**config.mk**
```make
export PLATFORM = sky130hd
export DESIGN_NAME = im_boot_ctrl
export DESIGN_NICKNAME = d
export VERILOG_FILES = /design/src/rtl/im_boot_ctrl.sv
export SDC_FILE = /design/constraint.sdc
export NUM_CORES = 1
export LEC_CHECK = 0
export BUFFER_PORTS_ARGS = -buffer_cell sky130_fd_sc_hd__buf_2
export CORE_MARGIN = 2
export CORE_UTILIZATION = 58
export CTS_BUF_LIST = sky130_fd_sc_hd__clkbuf_8
export DETAILED_ROUTE_END_ITERATION = 6
export HOLD_SLACK_MARGIN = 0.15
export PLACE_DENSITY = 0.9
export SYNTH_ARGS = -nofsm -noshare
export SYNTH_HDL_FRONTEND = slang
export SYNTH_SLANG_ARGS = --single-unit
```
**constraint.sdc**
```tcl
create_clock -name clk -period 6 [get_ports clk]
set_input_delay 1.5 -clock clk [delete_from_list [all_inputs] [get_ports clk]]
set_output_delay 1.5 -clock clk [all_outputs]
set_load 0.02 [all_outputs]
```
**src/rtl/im_boot_ctrl.sv**
```systemverilog
// im_boot_ctrl: streams a byte-wide program image into the 2048-byte
// instruction memory as little-endian words from address 0. The CPU stays
// stalled until the load completes, then the IM address port follows its PC.
module im_boot_ctrl #(
  parameter int unsigned DEPTH_WORDS = 512
) (
  input  logic        clk,
  input  logic        rst,
  input  logic        start,
  input  logic [9:0]  word_count,
  input  logic        in_valid,
  input  logic [7:0]  in_data,
  output logic        in_ready,
  input  logic [31:0] cpu_pc,
  output logic [31:0] im_addr,
  output logic [31:0] im_wdata,
  output logic        im_we,
  output logic        cpu_run,
  output logic        busy,
  output logic        done,
  output logic        err
);

  localparam int unsigned IDX_W  = 10;
  localparam int unsigned DATA_W = 32;
  localparam int unsigned BYTE_W = 8;

  typedef enum logic [1:0] {
    S_IDLE  = 2'd0,
    S_LOAD  = 2'd1,
    S_WRITE = 2'd2,
    S_RUN   = 2'd3
  } state_t;

  state_t              r_state;
  logic [1:0]          r_byte_idx;
  logic [IDX_W-1:0]    r_word_idx;
  logic [IDX_W-1:0]    r_count;
  logic [DATA_W-1:0]   r_asm;
  logic [DATA_W-1:0]   r_im_addr;
  logic [DATA_W-1:0]   r_im_wdata;
  logic                r_im_we;
  logic                r_in_ready;
  logic                r_cpu_run;
  logic                r_busy;
  logic                r_done;
  logic                r_err;

  logic                w_count_ok;
  logic                w_handshake;
  logic [IDX_W-1:0]    w_word_next;

  // A load request is legal only for 1..DEPTH_WORDS words.
  assign w_count_ok  = (word_count != '0) && (32'(word_count) <= DEPTH_WORDS);
  assign w_handshake = in_valid && r_in_ready && (r_state == S_LOAD);
  assign w_word_next = r_word_idx + IDX_W'(1);

  // In RUN the fetch PC drives IM with no added latency.
  assign im_addr  = (r_state == S_RUN) ? cpu_pc : r_im_addr;
  assign im_wdata = r_im_wdata;
  assign im_we    = r_im_we;
  assign in_ready = r_in_ready;
  assign cpu_run  = r_cpu_run;
  assign busy     = r_busy;
  assign done     = r_done;
  assign err      = r_err;

  // Load controller FSM with all outputs registered alongside the state.
  always_ff @(posedge clk) begin
    if (rst) begin
      r_state    <= S_IDLE;
      r_byte_idx <= '0;
      r_word_idx <= '0;
      r_count    <= '0;
      r_asm      <= '0;
      r_im_addr  <= '0;
      r_im_wdata <= '0;
      r_im_we    <= 1'b0;
      r_in_ready <= 1'b0;
      r_cpu_run  <= 1'b0;
      r_busy     <= 1'b0;
      r_done     <= 1'b0;
      r_err      <= 1'b0;
    end else begin
      r_done  <= 1'b0;
      r_err   <= 1'b0;
      r_im_we <= 1'b0;
      case (r_state)
        S_IDLE: begin
          r_im_addr <= '0;
          r_cpu_run <= 1'b0;
          if (start) begin
            if (w_count_ok) begin
              r_count    <= word_count;
              r_word_idx <= '0;
              r_byte_idx <= '0;
              r_asm      <= '0;
              r_in_ready <= 1'b1;
              r_busy     <= 1'b1;
              r_state    <= S_LOAD;
            end else begin
              r_err <= 1'b1;
            end
          end
        end
        S_LOAD: begin
          if (w_handshake) begin
            r_asm[{r_byte_idx, 3'b000} +: BYTE_W] <= in_data;
            r_byte_idx <= r_byte_idx + 2'd1;
            if (r_byte_idx == 2'd3) begin
              r_in_ready <= 1'b0;
              r_im_we    <= 1'b1;
              r_im_addr  <= {20'b0, r_word_idx, 2'b00};
              r_im_wdata <= {in_data, r_asm[23:0]};
              r_state    <= S_WRITE;
            end
          end
        end
        S_WRITE: begin
          r_word_idx <= w_word_next;
          if (w_word_next == r_count) begin
            r_done    <= 1'b1;
            r_cpu_run <= 1'b1;
            r_busy    <= 1'b0;
            r_state   <= S_RUN;
          end else begin
            r_in_ready <= 1'b1;
            r_state    <= S_LOAD;
          end
        end
        S_RUN: begin
          if (start) begin
            if (w_count_ok) begin
              r_count    <= word_count;
              r_word_idx <= '0;
              r_byte_idx <= '0;
              r_asm      <= '0;
              r_im_addr  <= '0;
              r_cpu_run  <= 1'b0;
              r_in_ready <= 1'b1;
              r_busy     <= 1'b1;
              r_state    <= S_LOAD;
            end else begin
              r_err <= 1'b1;
            end
          end
        end
        default: r_state <= S_IDLE;
      endcase
    end
  end

endmodule

```
Word-level counts from Yosys, hierarchy flattened
Cells that the tools add are included.
{"block": "totals", "reg_bits": 126, "latchBits": 0, "ram_bits": 0, "mem_bits_ro": 0, "input_bits": 54, "out_inout_bits": 70, "word_cells": 96, "memories": 0}
{"block": "classes", "n_addsub": 3, "multipliers": 0, "div": 0, "n_lt_le_gt_ge": 1, "eq_ne": 13, "n_shift": 2, "n_mux": 37, "bitwise": 5, "reduce_logical": 22}
{"operator": "$mux 32", "n": 6}
{"operator": "$pmux 32 s3", "n": 1}
{"operator": "$pmux 32 s2", "n": 1}
{"operator": "$bwmux 32", "n": 1}
{"operator": "$shift 8x7->32 const A", "n": 1}
{"operator": "$shiftx 8x7->32", "n": 1}
{"operator": "$mux 10", "n": 2}
{"operator": "$pmux 10 s2", "n": 1}
{"operator": "$mux 2", "n": 8}
{"operator": "$reduce_and 4->1", "n": 4}
{"operator": "$mux 1", "n": 12}
{"operator": "$add 10x1->10 const B", "n": 1}
{"operator": "$eq 10x10->1", "n": 1}
{"operator": "$le 10x10->1 const B", "n": 1}
{"operator": "$ne 2x2->1 const B", "n": 5}
{"operator": "$reduce_and 5->1", "n": 2}
{"operator": "$reduce_bool 10->1", "n": 1}
{"operator": "$reduce_and 3->1", "n": 3}
{"operator": "$neg 5->7", "n": 1}
{"operator": "$eq 2x2->1 const B", "n": 3}
{"operator": "$ne 2x1->1 const B", "n": 3}
{"operator": "$pmux 1 s3", "n": 2}
{"operator": "$pmux 2 s3", "n": 1}
{"operator": "$reduce_bool 3->1", "n": 2}
{"operator": "10 further kinds", "n": 19}

Depth between registers and ports, before layout
Gate-level depths: netlist (run 1).
{"block": "logic_depth", "ltp_word": 5, "depth_mapped": 9, "mapped_depth_nobuf": 8}

Least setup slack after synthesis (run 1)
Ideal clock, no wire load.
{"block": "synth_timing", "path_type": "input -> output", "startpoint": "input port cpu_pc[10]", "endpoint": "output port im_addr[10]", "arrival_ns": 1.805, "required_ns": 4.500, "slack_ns": 2.695, "stages": 1, "path_buffers": 0, "cell_sequence": "mux2_2"}
{"block": "synth_via", "elab_chain_cells": 1}
{"element": "from (decl)", "line_no": "14", "text": "input logic [31:0] cpu_pc,"}
{"element": "$mux 32", "line_no": "59", "text": "assign im_addr = (r_state == S_RUN) ? cpu_pc : r_im_addr;"}
{"element": "to (decl)", "line_no": "15", "text": "output logic [31:0] im_addr,"}
Every way passes these cells.

Final worst setup path (run 1)
{"block": "layout_timing", "startpoint": "register r_state[0]", "endpoint": "output port im_addr[4]"}
{"block": "layout_via", "elab_chain_cells": 2}
{"element": "from (decl)", "line_no": "35", "text": "state_t r_state;"}
{"element": "from (signal assigned)", "line_no": "71", "text": "r_state <= S_IDLE;"}
{"element": "from (signal assigned)", "line_no": "100", "text": "r_state <= S_LOAD;"}
{"element": "from (signal assigned)", "line_no": "115", "text": "r_state <= S_WRITE;"}
{"element": "$eq 2x2->1", "line_no": "59"}
{"element": "$mux 32", "line_no": "59"}
Every way passes these cells.

==> run metrics, run 1 <==
clk_skew roughly 0.014 ns; Cells after Synth 556; final RePlAce weighted congestion 0.871; DR pass1 iterations 5; via count 4369; Crit. End Element output port; nets 716; core area 7650 µm²; final setup vio count 0; maxcap violations 0; ratio of cells with drive above 1 in the final layout 0.246; post-synthesis register bit count 96; Min-Delay Path Depth 2; leakage dissipation 0.00224 µW; Die H ~92 µm; synth unique cells 48; register area 1920 µm²; Worst Hold Class reg2reg; grt total ovfl 0; pin count of the biggest net entering global routing 80; Die X 92.3 µm; Synth Flop Type dfxtp_1; Detail Placement HPWL 8210 µm; Register-to-Register Path Depth 7; vias in the first global route ~4.0k; DR WL/cell between 10 and 15 µm; RSZ-0062 raised after global routing no; Clk pin slew, worst setup/hold paths 0.10 ns; GRT Overall Usage 0.267; crit share post-route 0.611; initial core utilization 0.592; Yosys top cell area share 0.425; WL final 11300 µm; status complete, no violations; first-pass GRT wire length around 18000 µm; largest area contributor in the netlist dfxtp_1; Filler cells 630; ant diodes 0; Peak supply drop 0.173 mV; Synth Warn # 0; total clock sinks 96; buffers inserted during post-CTS setup optimization 0; cts hold-fix bufs 0; Power Density between 200 and 300 nW/µm²; area grow syn2layout 18.4%; clk root buf clkbuf_8; Slew Limit Fails 0; # H-tree levels 3; detailed router's first-iteration violation count 360; Clock Tree Buf Depth 2; worst slew pin tran between 1 and 1.5 ns; CTS Buf Count 9; synth top area cells dfxtp_1 (42%), nand2_1 (8.5%), a21oi_1 (8.2%), and2_1 (5.0%), o2111ai_1 (4.6%); post-synth design cell area around 4500 µm²; Syn Area/Cell roughly 8 µm²; initial antenna violation count 0; number of synthesized flops with an enable pin 0; Final TNS setup 0 ns; Vias/cell 5.74; type of the worst setup path reg2out; post-cts resize count 0; Rows 32; crit start category register; Critical Path RT about 4.5 ns; Die ar. ~8500 µm²; Multi-input gate area approximately 2400 µm²; Port Buffers roughly 120; Seq/Total Area, Yosys 0.425; worst-skew pair later-pin latency 0.37 ns; Final Hold Fails 0; Top Ports about 120; Crit Path Max Fanout 33; DR DRC count 0; relative slew slack 0.156; syn nets 618; asr flop ratio synth 0; TritonCTS clock tree yes; Layout Utilization 0.701; Max Clock Freq 273 MHz; crit path DAT approximately 2.2 ns; Post-DRT Antenna Nets 0; min Tclk post-route 3.66 ns
==> report_power, final <==
part / switching [µW] / internal, µW / total (µW)
registers: 29.2 / 668 / 697
logic: 288 / 148 / 436
clock network: 235 / 210 / 445
==> synth_stat cells, types with 3 or more instances <==
cell type / n
inv_1: 10
dfxtp_1: 96
o21ai_0: 10
mux2_2: 11
nand2_1: 103
buf_1: 5
buf_2: 6
nor3b_1: 3
o2111ai_1: 24
clkbuf_1: 29
nand2b_1: 3
or3_1: 3
o211ai_1: 3
and2_1: 36
a31oi_1: 4
nand3_1: 9
ha_1: 8
mux2i_1: 18
nand4_1: 5
a21oi_1: 74
xor2_1: 6
nor2_1: 44
o21ai_1: 3
xnor2_1: 6
nor3_1: 5
and3_1: 4
==> per-stage QoR <==
step / total power [µW] / instance area, µm² / setup slack [ns] / hold WS (ns) / instances
floorplan: 1030 / 4530 / 2.69 / 0.432 / 556
global placement: 1120 / 5150 / 2.42 / 0.439 / 745
detailed placement: 1140 / 5150 / 2.35 / 0.444 / 745
CTS: 1570 / 5360 / 2.32 / 0.457 / 761
global route: 1650 / 5360 / 2.18 / 0.477 / 761
finish: 1580 / 5360 / 2.34 / 0.451 / 761
==> final cells by class <==
class / count / area share
timing repair buffer: 127 / 0.120
clock buffer: 10 / 0.0257
sequential: 96 / 0.359
inverter: 10 / 0.00700
clock inverter: 6 / 0.0140
multi-input combinational: 410 / 0.450
tap: 102 / 0.0238
==> flip-flops by register name, summed over array words and instances, names as in the netlist, 2 cells and up <==
register    cells
im_wdata       32
r_state         2
r_asm          24
r_byte_idx      2
r_count        10
r_word_idx     10
r_im_addr      10
==> worst max-delay path, cell delays in order (launching register included) <==
cell and delay, ns:
dfxtp_1 0.40, ha_1 0.80, mux2_2 0.43, buf_2 0.17
==> worst paths after layout <==
| path | from | to | slack, ns |
|---|---|---|---|
| setup reg to reg | r_word_idx[0] | cpu_run | 3.33 |
| hold / removal | r_asm[9] | im_wdata[9] | 0.45 |
| setup / recovery | r_state[0] | im_addr[4] | 2.34 |
| hold reg to reg | r_asm[9] | im_wdata[9] | 0.45 |
==> per-layer routing <==
metal  GRT usage  vias to the layer above  routed length, µm  share of wire
met5           0                        -                  0              0
met4      0.0746                        0                187          0.017
met3      0.0683                       26                895          0.079
met2       0.460                      193               5440           0.48
met1       0.331                     2026               4760           0.42
li1            -                     2124                  -              -
==> cells in the final DEF, fill, tap and decap left out, types with 2 or more instances in the layout <==
| master | count |
|---|---|
| a211oi_2 | 2 |
| a21oi_1 | 74 |
| a31oi_1 | 4 |
| and2_1 | 36 |
| and3_1 | 4 |
| and4_1 | 2 |
| buf_2 | 123 |
| buf_4 | 4 |
| clkbuf_8 | 10 |
| clkinv_4 | 2 |
| dfxtp_1 | 96 |
| ha_1 | 8 |
| inv_1 | 10 |
| mux2_2 | 11 |
| mux2i_1 | 18 |
| nand2_1 | 103 |
| nand2b_1 | 3 |
| nand3_1 | 9 |
| nand3b_1 | 2 |
| nand4_1 | 5 |
| nor2_1 | 44 |
| nor2b_1 | 2 |
| nor3_1 | 4 |
| nor3b_1 | 3 |
| nor4b_1 | 2 |
| o2111ai_1 | 24 |
| o211ai_1 | 3 |
| o21ai_0 | 10 |
| o21ai_1 | 3 |
| or3_1 | 3 |
| or4_1 | 2 |
| xnor2_1 | 6 |
| xor2_1 | 6 |
==> kinds of logic after synthesis <==
family / count (synthesis) / share of synthesized area
XOR/XNOR: 12 / 0.0232
AND/OR/NAND/NOR: 232 / 0.244
adder cells (fa/ha/maj): 8 / 0.0221
multiplexers: 29 / 0.0672
flip-flops: 96 / 0.425
AO/OA/AOI/OAI: 129 / 0.176
buffers and inverters: 50 / 0.0431
Note: power is estimated with default switching activity, not from simulation.
==> inputs of run 2 (changes only) <==
--- a/config.mk
+++ b/config.mk
@@ -7,11 +7,11 @@
 export LEC_CHECK = 0
 export BUFFER_PORTS_ARGS = -buffer_cell sky130_fd_sc_hd__buf_2
 export CORE_MARGIN = 2
-export CORE_UTILIZATION = 58
+export CORE_UTILIZATION = 49
 export CTS_BUF_LIST = sky130_fd_sc_hd__clkbuf_8
 export DETAILED_ROUTE_END_ITERATION = 6
 export HOLD_SLACK_MARGIN = 0.15
-export PLACE_DENSITY = 0.9
+export PLACE_DENSITY = 0.81
 export SYNTH_ARGS = -nofsm -noshare
 export SYNTH_HDL_FRONTEND = slang
 export SYNTH_SLANG_ARGS = --single-unit
==> constraint.sdc (replaced) <==
create_clock -name clk -period 3.19 [get_ports clk]
set_input_delay 0.7975 -clock clk [delete_from_list [all_inputs] [get_ports clk]]
set_output_delay 0.7975 -clock clk [all_outputs]
set_load 0.02 [all_outputs]
==> run 2 against run 1 <==
  * Combinational power is 97% higher
  * Cell area is 1.1% higher
  * Global-route usage is 4.7 points lower
  * Clock power is 71% higher
  * Register-to-register slack worse by 2.8 ns
  * Critical path depth stayed put
  * Largest cell class unchanged
==> run metrics, run 2 (synthesized netlist as in run 1, its figures left out) <==
status complete, no violations (unchanged); Final TNS setup 0 ns (unchanged); crit path DAT 2.12 ns (was 2.16 ns); Crit. End Element output port (unchanged); Post-DRT Antenna Nets 0 (unchanged); min Tclk post-route between 2 and 3 ns; Critical Path RT 2.39 ns (was 4.50 ns); vias in the first global route 3796 (was 4044); initial antenna violation count 0 (unchanged); Worst Hold Class reg2reg (unchanged); Die H 100 µm (was 92.3 µm); detailed router's first-iteration violation count 273 (was 360); buffers inserted during post-CTS setup optimization 0 (unchanged); via count 4285 (was 4369); Peak supply drop 0.276 mV (was 0.173 mV); Final Hold Fails 0 (unchanged); power share of the combinational group 0.292 (was 0.276); # H-tree levels 3 (unchanged); FF-to-FF setup slack 0.54 ns (was 3.33 ns); relative slew slack 0.387 (was 0.156); grt total ovfl 0 (unchanged); Top Ports 124 (unchanged); nets 723 (was 716); core area 9110 µm² (was 7650 µm²); DR WL/cell 14.4 µm (was 14.8 µm); Rows 35 (was 32); register area 1920 µm² (unchanged); Vias/cell 5.51 (was 5.74); pin count of the biggest net entering global routing 74 (was 80); Die X 100 µm (was 92.3 µm); final setup vio count 0 (unchanged); cts hold-fix bufs 0 (unchanged); worst-skew pair later-pin latency 0.37 ns (about the same); clk_skew 0.0216 ns (was 0.0137 ns); Power Density 541 nW/µm² (was 295 nW/µm²); worst slew pin tran 0.919 ns (was 1.25 ns); total clock sinks 96 (unchanged); DR pass1 iterations 4 (was 5); Sequential Power Share 0.447 (was 0.442); final cell count without fillers 777 (was 761); CTS Buf Count 9 (unchanged); end point of the critical path im_addr[10] (was im_addr[4]); Filler cells 806 (was 630); Max Clock Freq 342 MHz; commonest non-fill, non-tap cell in the layout buf_2 (unchanged); ant diodes 0 (unchanged); WL final 11200 µm (was 11300 µm); Multi-input gate area 2410 µm² (unchanged); Clock Tree Buf Depth 2 (unchanged); crit share post-route 0.916; Port Buffers 123 (unchanged); TritonCTS clock tree yes (unchanged); area grow syn2layout 19.8% (was 18.4%); reg2reg start r_word_idx[0] (unchanged); leakage dissipation 0.00227 µW (was 0.00224 µW); DR DRC count 0 (unchanged); RR Endpoint cpu_run (unchanged); maxcap violations 0 (unchanged); Slew Limit Fails 0 (unchanged); Register-to-Register Path Depth 7 (unchanged); Detail Placement HPWL 8100 µm (was 8210 µm); ratio of cells with drive above 1 in the final layout 0.254 (was 0.246); max reg flops 32 (unchanged); Die ar. 10000 µm² (was 8530 µm²); Pint 1880 µW (was 1030 µW); final RePlAce weighted congestion 0.873 (was 0.871); GRT Overall Usage 0.220 (was 0.267); clk root buf clkbuf_8 (unchanged); post-cts resize count 0 (unchanged); Inst Count DP 761 (was 745); most frequent cells in the layout buf_2 (123), nand2_1 (103), dfxtp_1 (96), a21oi_1 (74), nor2_1 (44) (unchanged); Clk pin slew, worst setup/hold paths 0.12 ns (was 0.10 ns); type of the worst setup path reg2out (unchanged); crit start category register (unchanged); initial core utilization 0.497 (was 0.592); sw frac 0.360 (was 0.350); first-pass GRT wire length 17800 µm (was 18500 µm); Clock Power Share 0.260 (was 0.282); Psw 1050 µW (was 553 µW); CP startpoint r_state[0] (unchanged); RSZ-0062 raised after global routing no (unchanged); Crit Path Max Fanout 33 (unchanged)
[run 2: changes by cell type in the layout (fill, tap and decap cells not counted), sizes merged]
cell and delta:
bufinv -1, buf +7, clkbuf -1, inv +2
[run 2: worst max-delay path, stage by stage, from the launching register on]
cell and delay, ns:
dfxtp_1 0.40, ha_1 0.78, mux2_2 0.42, buf_2 0.16
[run 2: power by group through the flow]
stage / combinational, µW / sequential (µW) / clock [µW]
finish: 857 / 1310 / 762
global route: 945 / 1320 / 821
CTS: 854 / 1310 / 774
detailed placement: 851 / 1340 / 0
global placement: 825 / 1330 / 0
floorplan: 609 / 1330 / 0
[run 2: worst min path at each step]
| stage | start | to | slack (ns) | depth (start not counted) |
|---|---|---|---|---|
| 5_1_grt | r_asm[6] | im_wdata[6] | 0.47 | 2 |
| 4_1_cts | r_asm[7] | im_wdata[7] | 0.46 | 2 |
| 3_3_place_gp | r_asm[21] | r_asm[21] | 0.44 | 2 |
| 3_5_place_dp | im_wdata[16] | im_wdata[16] | 0.44 | 2 |
| 2_1_floorplan | r_asm[0] | im_wdata[0] | 0.43 | 2 |
| 6_report | r_asm[14] | im_wdata[14] | 0.45 | 2 |
[run 2: metal layers]
| layer | part of all wire | GRT usage |
|---|---|---|
| met3 | 0.061 | 0.0265 |
| met4 | 0.015 | 0.0864 |
| met1 | 0.46 | 0.298 |
| met5 | 0 | 0 |
| met2 | 0.46 | 0.360 |
[run 2: per-stage QoR]
step	util	setup WS, ns	power (µW)	hold WS [ns]	area, µm²
global route	0.595	0.117	3090	0.467	5420
global placement	0.575	0.303	2160	0.442	5240
CTS	0.595	0.200	2940	0.456	5420
finish	0.595	0.269	2930	0.446	5420
floorplan	-	0.592	1940	0.432	4530
detailed placement	0.575	0.248	2190	0.444	5240
[run 2: cell type report]
type / instances / share of cell area
multi-input combinational: 410 / 0.445
sequential: 96 / 0.355
timing repair buffer: 134 / 0.133
tap: 111 / 0.0256
clock buffer: 9 / 0.0229
clock inverter: 7 / 0.0113
inverter: 10 / 0.00693
==> inputs of run 3 (changes only) <==
--- a/config.mk
+++ b/config.mk
@@ -6,11 +6,9 @@
 export NUM_CORES = 1
 export LEC_CHECK = 0
 export BUFFER_PORTS_ARGS = -buffer_cell sky130_fd_sc_hd__buf_2
-export CORE_MARGIN = 2
 export CORE_UTILIZATION = 49
 export CTS_BUF_LIST = sky130_fd_sc_hd__clkbuf_8
 export DETAILED_ROUTE_END_ITERATION = 6
-export HOLD_SLACK_MARGIN = 0.15
 export PLACE_DENSITY = 0.81
 export SYNTH_ARGS = -nofsm -noshare
 export SYNTH_HDL_FRONTEND = slang
==> constraint.sdc (replaced) <==
create_clock -name clk -period 3.19 [get_ports clk]
set_input_delay 0.319 -clock clk [delete_from_list [all_inputs] [get_ports clk]]
set_output_delay 0.319 -clock clk [all_outputs]
set_load 0.02 [all_outputs]
==> run 3 against run 2 <==
  * The run now ends with design-rule violations left
  * Highest routed layer unchanged
  * Cell area is 0.46% lower
  * Clock skew is 0.013 ns lower
  * Combinational power rose by 0.7%
  * Die area shrank 4.0%
  * Sequential share of layout area is 0.16 points higher
  * Critical endpoint is now cpu_run
  * Cell count is 0.51% lower
  * Worst hold slack worse by 0.25 ns
  * Global-route usage up 1.6 points
  * Sequential power hardly changed
==> run metrics, run 3 (synthesized netlist as in run 1, its figures left out) <==
status finished with violations (was complete, no violations); failing checks design-rule violations; initial core utilization 0.511 (was 0.497); core area 8850 µm² (was 9110 µm²); Clock Tree Buf Depth 2 (unchanged); ratio of cells with drive above 1 in the final layout 0.253 (was 0.254); pin count of the biggest net entering global routing 61 (was 74); Multi-input gate area 2410 µm² (unchanged); CTS Buf Count 9 (unchanged); cts hold-fix bufs 0 (unchanged); Crit. End Element register (was output port); type of the worst setup path reg2reg (was reg2out); TritonCTS clock tree yes (unchanged); worst slew pin tran 0.830 ns (was 0.919 ns); Cell Chain, Critical Path ha_1, nand3_1, or3_1, a211oi_2, o2111ai_2, or4b_1, nand3_1 (was ha_1, mux2_2, buf_2); WL final 11300 µm (was 11200 µm); grt total ovfl 0 (unchanged); clk_skew 0.00859 ns (was 0.0216 ns); reg2reg start r_word_idx[0] (unchanged); min Tclk post-route 2.56 ns (was 2.92 ns); Detail Placement HPWL 8180 µm (was 8100 µm); vias in the first global route 3829 (was 3796); Worst Hold Class in2reg (was reg2reg); Die H 98.1 µm (was 100 µm); critical path's slowest cell or4b_1 (was ha_1); post-cts resize count 0 (unchanged); Min-Delay Path Depth 3 (was 2); crit share post-route 0.803 (was 0.916); Clk pin slew, worst setup/hold paths 0.10 ns (was 0.12 ns); # H-tree levels 3 (unchanged); critical path's most frequent cell nand3_1; Buf/Inv on CP 0 (was 1); register area 1920 µm² (unchanged); Die X 98.1 µm (was 100 µm); crit start category register (unchanged); Critical Path RT 3.51 ns (was 2.39 ns); max reg flops 32 (unchanged); crit path DAT 2.88 ns (was 2.12 ns); RSZ-0062 raised after global routing no (unchanged); Register-to-Register Path Depth 7 (unchanged); buffers inserted during post-CTS setup optimization 0 (unchanged); area grow syn2layout 19.2% (was 19.8%); ant diodes 0 (unchanged); Power Density 550 nW/µm² (was 541 nW/µm²); Slew Limit Fails 0 (unchanged); Crit Path Max Fanout 8 (was 33); DR DRC count 15 (was 0); commonest non-fill, non-tap cell in the layout buf_2 (unchanged); Rows 34 (was 35); Slowest Stage Delay on Critical Path 0.52 ns (was 0.78 ns); GRT Overall Usage 0.236 (was 0.220); DR pass1 iterations 7 (was 4); DR WL/cell 14.6 µm (was 14.4 µm); via count 4350 (was 4285); Filler cells 795 (was 806); final setup vio count 0 (unchanged); total clock sinks 96 (unchanged); CP top delay family simple AND/OR/NAND/NOR gates (was adder cells); FF-to-FF setup slack 0.63 ns (was 0.54 ns); detailed router's first-iteration violation count 191 (was 273); Final Hold Fails 0 (unchanged); worst-skew pair later-pin latency 0.37 ns (about the same); Hold Crit Start word_count[2] (was r_asm[14]); Die ar. 9620 µm² (was 10000 µm²); Worst Hold End r_count[2] (was im_wdata[14]); clk root buf clkbuf_8 (unchanged); most frequent cells in the layout buf_2 (123), nand2_1 (103), dfxtp_1 (96), a21oi_1 (74), nor2_1 (44) (unchanged); nets 722 (was 723); Top Ports 124 (unchanged); Post-DP Area 5200 µm² (was 5240 µm²); Post-DRT Antenna Nets 0 (unchanged); maxcap violations 0 (unchanged); first-pass GRT wire length 18300 µm (was 17800 µm); initial antenna violation count 0 (unchanged); leakage dissipation 0.00226 µW (was 0.00227 µW); relative slew slack 0.442 (was 0.387); Vias/cell 5.63 (was 5.51); Max Clock Freq 390 MHz (was 342 MHz); Final TNS setup 0 ns (unchanged); RR Endpoint cpu_run (unchanged); Port Buffers 123 (unchanged); Final Cell Area 5400 µm² (was 5420 µm²); final RePlAce weighted congestion 0.895 (was 0.873); Peak supply drop 0.283 mV (was 0.276 mV)
==> run 3: worst max path at each step <==
stage                    to  cells past startpoint  slack [ns]           from
3_3_place_gp   r_im_addr[3]                      7        0.67  word_count[5]
5_1_grt             cpu_run                      7        0.46  r_word_idx[0]
2_1_floorplan       cpu_run                      8        0.84  r_word_idx[0]
4_1_cts             cpu_run                      7        0.65  r_word_idx[0]
3_5_place_dp   r_im_addr[5]                      7        0.64  word_count[5]
6_report            cpu_run                      7        0.63  r_word_idx[0]
==> run 3: worst min-delay path, cell delays in order <==
cell and delay (ns):
buf_2 0.09, a21oi_1 0.05, nor2_1 0.07
==> run 3: where the power goes <==
| group | switching [µW] | internal (µW) | leakage (µW) |
|---|---|---|---|
| sequential | 51.7 | 1260 | 0.000775 |
| combinational | 554 | 310 | 0.00139 |
| clock | 470 | 326 | 0.0000988 |
==> run 3: layout make-up <==
type / count / share of cell area
clock buffers: 10 / 0.0255
clock inverters: 6 / 0.0109
inverters: 10 / 0.00696
multi-input cells: 410 / 0.447
flip-flops and latches: 96 / 0.356
well taps: 108 / 0.0250
repair buffers: 133 / 0.128
==> run 3: per-layer routing <==
metal	global-route usage	routed length [µm]	vias up
met5	0	0	-
met4	0.0944	186	0
met3	0.0358	717	15
met2	0.394	5290	169
met1	0.305	5090	2023
li1	-	-	2143
==> run 3: stage by stage <==
stage / hold WS, ns / util / total power (µW) / worst slack [ns] / std cells
floorplan: 0.432 / - / 1940 / 0.840 / 556
global placement: 0.441 / 0.588 / 2150 / 0.665 / 757
detailed placement: 0.445 / 0.588 / 2190 / 0.638 / 757
CTS: 0.193 / 0.610 / 2970 / 0.653 / 773
global route: 0.208 / 0.610 / 3120 / 0.462 / 773
finish: 0.197 / 0.610 / 2970 / 0.629 / 773
